`src/rtl/gtx_tx.sv`:
```
// gtx_tx: GTX transmit framer.
// After reset it sends ALIGN_LEN comma words (K28.5 pair, 16'hBCBC), then
// raises link_up_o and forwards payload words. It inserts idle commas when no
// payload is available, and forces one comma after COMMA_PERIOD consecutive
// data words.
// Optional build macro GTX_TX_FIFO_EN adds a 4-entry input FIFO. It decouples
// data_rdy_o from the framer state, giving a transfer-to-output latency of 2.
// Without it, payload is taken straight from data_i with latency 1.
// The state register describes what the *next* output word will be, because
// ctrl_o/data_o are registered. The FSM therefore leaves ALIGN one cycle
// before the last align comma is on the wire, and the first data word directly
// follows the ALIGN_LEN-th comma. This assumes ALIGN_LEN >= 2.
module gtx_tx #(
    parameter int ALIGN_LEN    = 16,
    parameter int COMMA_PERIOD = 256
) (
    input  logic        clk_i,
    input  logic        rst_n_i,
    input  logic [15:0] data_i,
    input  logic        data_vld_i,
    output logic        data_rdy_o,
    output logic [1:0]  ctrl_o,
    output logic [15:0] data_o,
    output logic        link_up_o
);

    localparam int AW = $clog2(ALIGN_LEN) + 1;
    localparam int RW = $clog2(COMMA_PERIOD) + 1;
    localparam logic [AW-1:0] ALIGN_LAST = AW'((ALIGN_LEN > 1) ? (ALIGN_LEN - 2) : 0);
    localparam logic [RW-1:0] RUN_MAX    = RW'(COMMA_PERIOD);
    localparam logic [15:0]   COMMA_WORD = 16'hBCBC;
    localparam logic [1:0]    CTRL_K     = 2'b11;
    localparam logic [1:0]    CTRL_D     = 2'b00;

    typedef enum logic [1:0] {
        ST_ALIGN = 2'd0,
        ST_DATA  = 2'd1,
        ST_COMMA = 2'd2
    } state_t;

    state_t          state_q, state_d;
    logic [AW-1:0]   align_cnt_q, align_cnt_d;
    logic [RW-1:0]   run_cnt_q, run_cnt_d;
    logic [1:0]      ctrl_q, ctrl_d;
    logic [15:0]     data_q, data_d;
    logic            link_q, link_d;

    logic            word_avail_s;
    logic [15:0]     word_s;
    logic            take_s;

`ifdef GTX_TX_FIFO_EN
    logic [15:0]     fifo_mem_q [4];
    logic [1:0]      wr_ptr_q;
    logic [1:0]      rd_ptr_q;
    logic [2:0]      count_q;
    logic            full_s;
    logic            push_s;

    assign full_s       = (count_q == 3'd4);
    assign push_s       = data_vld_i && !full_s && rst_n_i;
    assign data_rdy_o   = !full_s && rst_n_i;
    assign word_avail_s = (count_q != 3'd0);
    assign word_s       = fifo_mem_q[rd_ptr_q];

    // Input FIFO storage, pointers and occupancy (push and pop may coincide).
    always_ff @(posedge clk_i or negedge rst_n_i) begin
        if (!rst_n_i) begin
            wr_ptr_q <= 2'd0;
            rd_ptr_q <= 2'd0;
            count_q  <= 3'd0;
            for (int i = 0; i < 4; i++) begin
                fifo_mem_q[i] <= 16'h0000;
            end
        end else begin
            if (push_s) begin
                fifo_mem_q[wr_ptr_q] <= data_i;
                wr_ptr_q             <= wr_ptr_q + 2'd1;
            end
            if (take_s) begin
                rd_ptr_q <= rd_ptr_q + 2'd1;
            end
            case ({push_s, take_s})
                2'b10:   count_q <= count_q + 3'd1;
                2'b01:   count_q <= count_q - 3'd1;
                default: count_q <= count_q;
            endcase
        end
    end
`else
    assign word_avail_s = data_vld_i;
    assign word_s       = data_i;
    assign data_rdy_o   = (state_q == ST_DATA) && (run_cnt_q < RUN_MAX);
`endif

    // Next-state, counters and next output word; the default output is a comma.
    always_comb begin
        state_d     = state_q;
        align_cnt_d = align_cnt_q;
        run_cnt_d   = run_cnt_q;
        ctrl_d      = CTRL_K;
        data_d      = COMMA_WORD;
        link_d      = link_q;
        take_s      = 1'b0;
        case (state_q)
            ST_ALIGN: begin
                align_cnt_d = align_cnt_q + AW'(1);
                if (align_cnt_q == ALIGN_LAST) begin
                    state_d = ST_DATA;
                end else begin
                    state_d = ST_ALIGN;
                end
            end
            ST_DATA: begin
                link_d = 1'b1;
                if (word_avail_s && (run_cnt_q < RUN_MAX)) begin
                    take_s    = 1'b1;
                    ctrl_d    = CTRL_D;
                    data_d    = word_s;
                    run_cnt_d = run_cnt_q + RW'(1);
                    if ((run_cnt_q + RW'(1)) == RUN_MAX) begin
                        state_d = ST_COMMA;
                    end else begin
                        state_d = ST_DATA;
                    end
                end else begin
                    run_cnt_d = '0;
                end
            end
            ST_COMMA: begin
                link_d    = 1'b1;
                run_cnt_d = '0;
                state_d   = ST_DATA;
            end
            default: begin
                state_d     = ST_ALIGN;
                align_cnt_d = '0;
                run_cnt_d   = '0;
                link_d      = 1'b0;
            end
        endcase
    end

    // State, counters and registered line outputs.
    always_ff @(posedge clk_i or negedge rst_n_i) begin
        if (!rst_n_i) begin
            state_q     <= ST_ALIGN;
            align_cnt_q <= '0;
            run_cnt_q   <= '0;
            ctrl_q      <= CTRL_K;
            data_q      <= COMMA_WORD;
            link_q      <= 1'b0;
        end else begin
            state_q     <= state_d;
            align_cnt_q <= align_cnt_d;
            run_cnt_q   <= run_cnt_d;
            ctrl_q      <= ctrl_d;
            data_q      <= data_d;
            link_q      <= link_d;
        end
    end

    assign ctrl_o    = ctrl_q;
    assign data_o    = data_q;
    assign link_up_o = link_q;

endmodule

```
`config.mk`:
```
export PLATFORM = sky130hd
export DESIGN_NAME = gtx_tx
export DESIGN_NICKNAME = d
export VERILOG_FILES = /design/src/rtl/gtx_tx.sv
export SDC_FILE = /design/constraint.sdc
export NUM_CORES = 1
export LEC_CHECK = 0
export CAP_MARGIN = 20
export CORE_MARGIN = 2
export CORE_UTILIZATION = 49
export CTS_CLUSTER_SIZE = 10
export DETAILED_ROUTE_END_ITERATION = 7
export GPL_ROUTABILITY_DRIVEN = 0
export MAX_ROUTING_LAYER = met4
export PLACE_DENSITY = 0.79
export SYNTH_ARGS = -nofsm -noshare
export SYNTH_HDL_FRONTEND = slang
export SYNTH_SLANG_ARGS = --single-unit
export TNS_END_PERCENT = 100
```
`constraint.sdc`:
```
create_clock -name clk_i -period 1.8 [get_ports clk_i]
set_input_delay 0.45 -clock clk_i [delete_from_list [all_inputs] [get_ports clk_i]]
set_output_delay 0.45 -clock clk_i [all_outputs]
set_load 0.05 [all_outputs]
```
==> run summary <==
RSZ-0062 raised after global routing = true
final hold slack = 489 ps
startpoint types = register
Area Growth Syn to Fin = 43.3%
Area contributors post-synth = dfrtp_1 36%, dfstp_2 18%, ha_1 5.4%
first-pass GRT wire length = 6020 µm
post-route minimum period = 1760 ps
leak pwr = 1.03 nW
post-synthesis mux area share = 0.0326
Critical Path AT = 1310 ps
layout cell share with drive strength beyond 1 = 0.363
Die ar. = 0.00376 mm²
pin count of the biggest net entering global routing = 35
non-filler cells, final = 245
worst skew pair latency = 330 ps
Gate power share = 0.365
Nets = 226
Crit path depth = 4
XOR/XNOR Fraction of Synth Area = 0.00543
critical path cell sequence = inv_2, ha_4, nor2b_4, buf_12
actual slew at the worst max-slew pin = 427 ps
commonest non-fill, non-tap cell in the layout = dfrtp_1
Final Hold Vio Count = 0
vias in the first global route = 1,295
#FFs+latches synth = 34
cell at the slowest stage of the critical path = dfrtp_1
Vias = 1,303
Starting Density = 0.519
PnR worst setup slack = 43.0 ps
overall power = 2.29 mW
CP Capture Type = output port
Mean Syn Cell Area = 10.8 µm²
Clock Sink Count = 34
register area = 865 µm²
internal power = 1.49 mW
simple-gate portion of the synthesized area = 0.221
TritonRoute pass-1 iters = 4
drt drc = 0
Rel. slew slack = 0.715
Syn. warnings = 0
Yosys top cell by area = dfrtp_1
Clock power frac = 0.195
Multi-input gate area = 724 µm²
Final Core Density = 0.744
CTS buffer count = 5
final worst path period share = 0.976
switching fraction of total power = 0.351
die span in y = 61.4 µm
max-cap viol count = 0
r2r worst-path depth = 5
post-placement cell count = 230
sw power = 0.804 mW
commonest non-fill, non-tap cells in the layout = 23 x dfrtp_1, 20 x buf_4, 18 x clkdlybuf4s50_1
CTS tree = yes
Pins Over Slew Limit = 0
Cell Pwr Density = 992 mW/mm²
Post-CTS Hold Fix Bufs = 0
core area = 0.00310 mm²
Final HPWL DP = 2390 µm
critical path class = register to output port
Die X = 61.4 µm
Post-Synth Adder-Cell Area = 0.0543
Distinct cells, synth = 41
Cell Area, Synth = 0.00161 mm²
status = finished clean
Overall Global Routing Usage = 0.230
crit-path max cell delay = 410 ps
ANT nets after route = 0
Via density = 5.32
Clock Skew = 5.61 ps
Worst VDD drop = 0.000941 V
root buffer cell = clkbuf_4
Hold WC Path Type = register to register
Seq pwr share = 0.440
post-synth net total = 175
CP max FO = 3
Crit path required time = 1350 ps
top-area cell type share of the netlist area = 0.357
WL final = 3450 µm
antenna violations before repair = 0
sequential cell area fraction in the yosys report = 0.536
largest family of logic cells by synthesized area = simple AND/OR/NAND/NOR gates
Synth Area in Compound Gates = 0.116
maximum root-to-sink buffer count = 2
FMAX = 569 MHz
I/O Pins = 39
worst path buffer plus inverter count = 2
Buffers on Ports = 38
cell family with most CP delay = flip-flops
final number of setup-violating endpoints = 0
routed len/inst = 14.1 µm
filler instances = 217
DR iter-0 viols = 93
DP Worst Slack = 27.8 ps
CTS H-tree depth = 2
Cell Rows = 20
hold-critical path depth = 1
Inserted Diodes = 0
Post-Synthesis Cells = 149
clk slew on worst S/H paths = 100 ps
gr ovfl total = 0
[registers in the layout, summed over array words and instances, names as in the netlist]
signal       count
link_up_o        1
run_cnt_q        9
align_cnt_q      5
ctrl_o           1
data_o          16
state_q          2
[synthesized netlist by cell type]
library cell	number
and4b_1	1
buf_2	2
nand3_1	6
mux2i_1	3
and4_1	1
inv_1	3
and2_1	2
dfstp_2	11
a32oi_1	1
clkbuf_1	3
o311ai_1	1
a21oi_1	6
nor2b_4	1
o31ai_1	3
nand2_1	15
and3_1	7
nor2b_1	2
nand4b_1	1
nand2b_1	4
or2_1	1
o21ai_0	11
a2111o_1	1
buf_6	1
nand3b_1	1
nand4_2	1
buf_4	1
o21ai_1	2
inv_2	1
xnor2_1	1
nor3_1	2
o311a_1	1
nor2_1	3
a21boi_2	1
nand4_1	3
o211a_1	1
o41ai_1	1
or2_2	10
nor4_1	1
dfrtp_1	23
ha_1	7
mux2_2	2
[per-layer routing]
metal,track usage,part of all wire
met1,0.289,0.43
met2,0.345,0.51
met3,0.0693,0.053
met4,0.0973,0.0067
met5,-,0
[power by group through the flow]
stage	Clock [mW]	Sequential [mW]	Combinational, mW
after global routing	0.488	1.02	0.918
final	0.446	1.01	0.837
after CTS	0.458	1.00	0.836
after floorplan	0	1.12	0.366
after detailed placement	0	1.02	0.791
after global placement	0	1.01	0.769
[repair_timing]
item	4_1_cts	5_1_grt
setup endpoints to repair	1	4
cloned	0	0
pin swaps	1	1
buffers inserted	5	3
resized for setup	3	3
[area by class of cell]
class	instances	share of cell area
Clock buffer	7	0.0238
Clock inverter	1	0.00217
Inverter	4	0.00650
Multi-Input combinational cell	104	0.314
Sequential cell	34	0.374
Tap cell	44	0.0238
Timing Repair Buffer	51	0.256
[stage by stage]
step | area [µm²] | setup TNS, ps
2_1_floorplan | 1620 | -163
3_3_place_gp | 2170 | 0
4_1_cts | 2280 | -19.8
6_report | 2310 | 0
3_5_place_dp | 2170 | 0
5_1_grt | 2310 | -22.2
[worst paths after layout]
check	start	end	slack (ps)
worst min-delay path	align_cnt_q[4]	align_cnt_q[4]	490
worst max-delay path	state_q[1]	data_rdy_o	40
max in group asynchronous	rst_n_i	data_o[5]	950
worst min register to register	align_cnt_q[4]	align_cnt_q[4]	490
worst max register to register	run_cnt_q[0]	state_q[1]	130
min in group asynchronous	rst_n_i	run_cnt_q[6]	510
[cells by family (layout without fill, tap and decap cells)]
| logic type | Yosys count | after routing |
|---|---|---|
| AOI/OAI and AO/OA | 29 | 29 |
| xor gates and xnor gates | 1 | 1 |
| adders and majority gates | 7 | 7 |
| buffers and inverters | 11 | 63 |
| DFF | 34 | 34 |
| muxes | 5 | 5 |
| and+or+nand+nor | 62 | 62 |
Note: power is estimated with default switching activity, not from simulation.
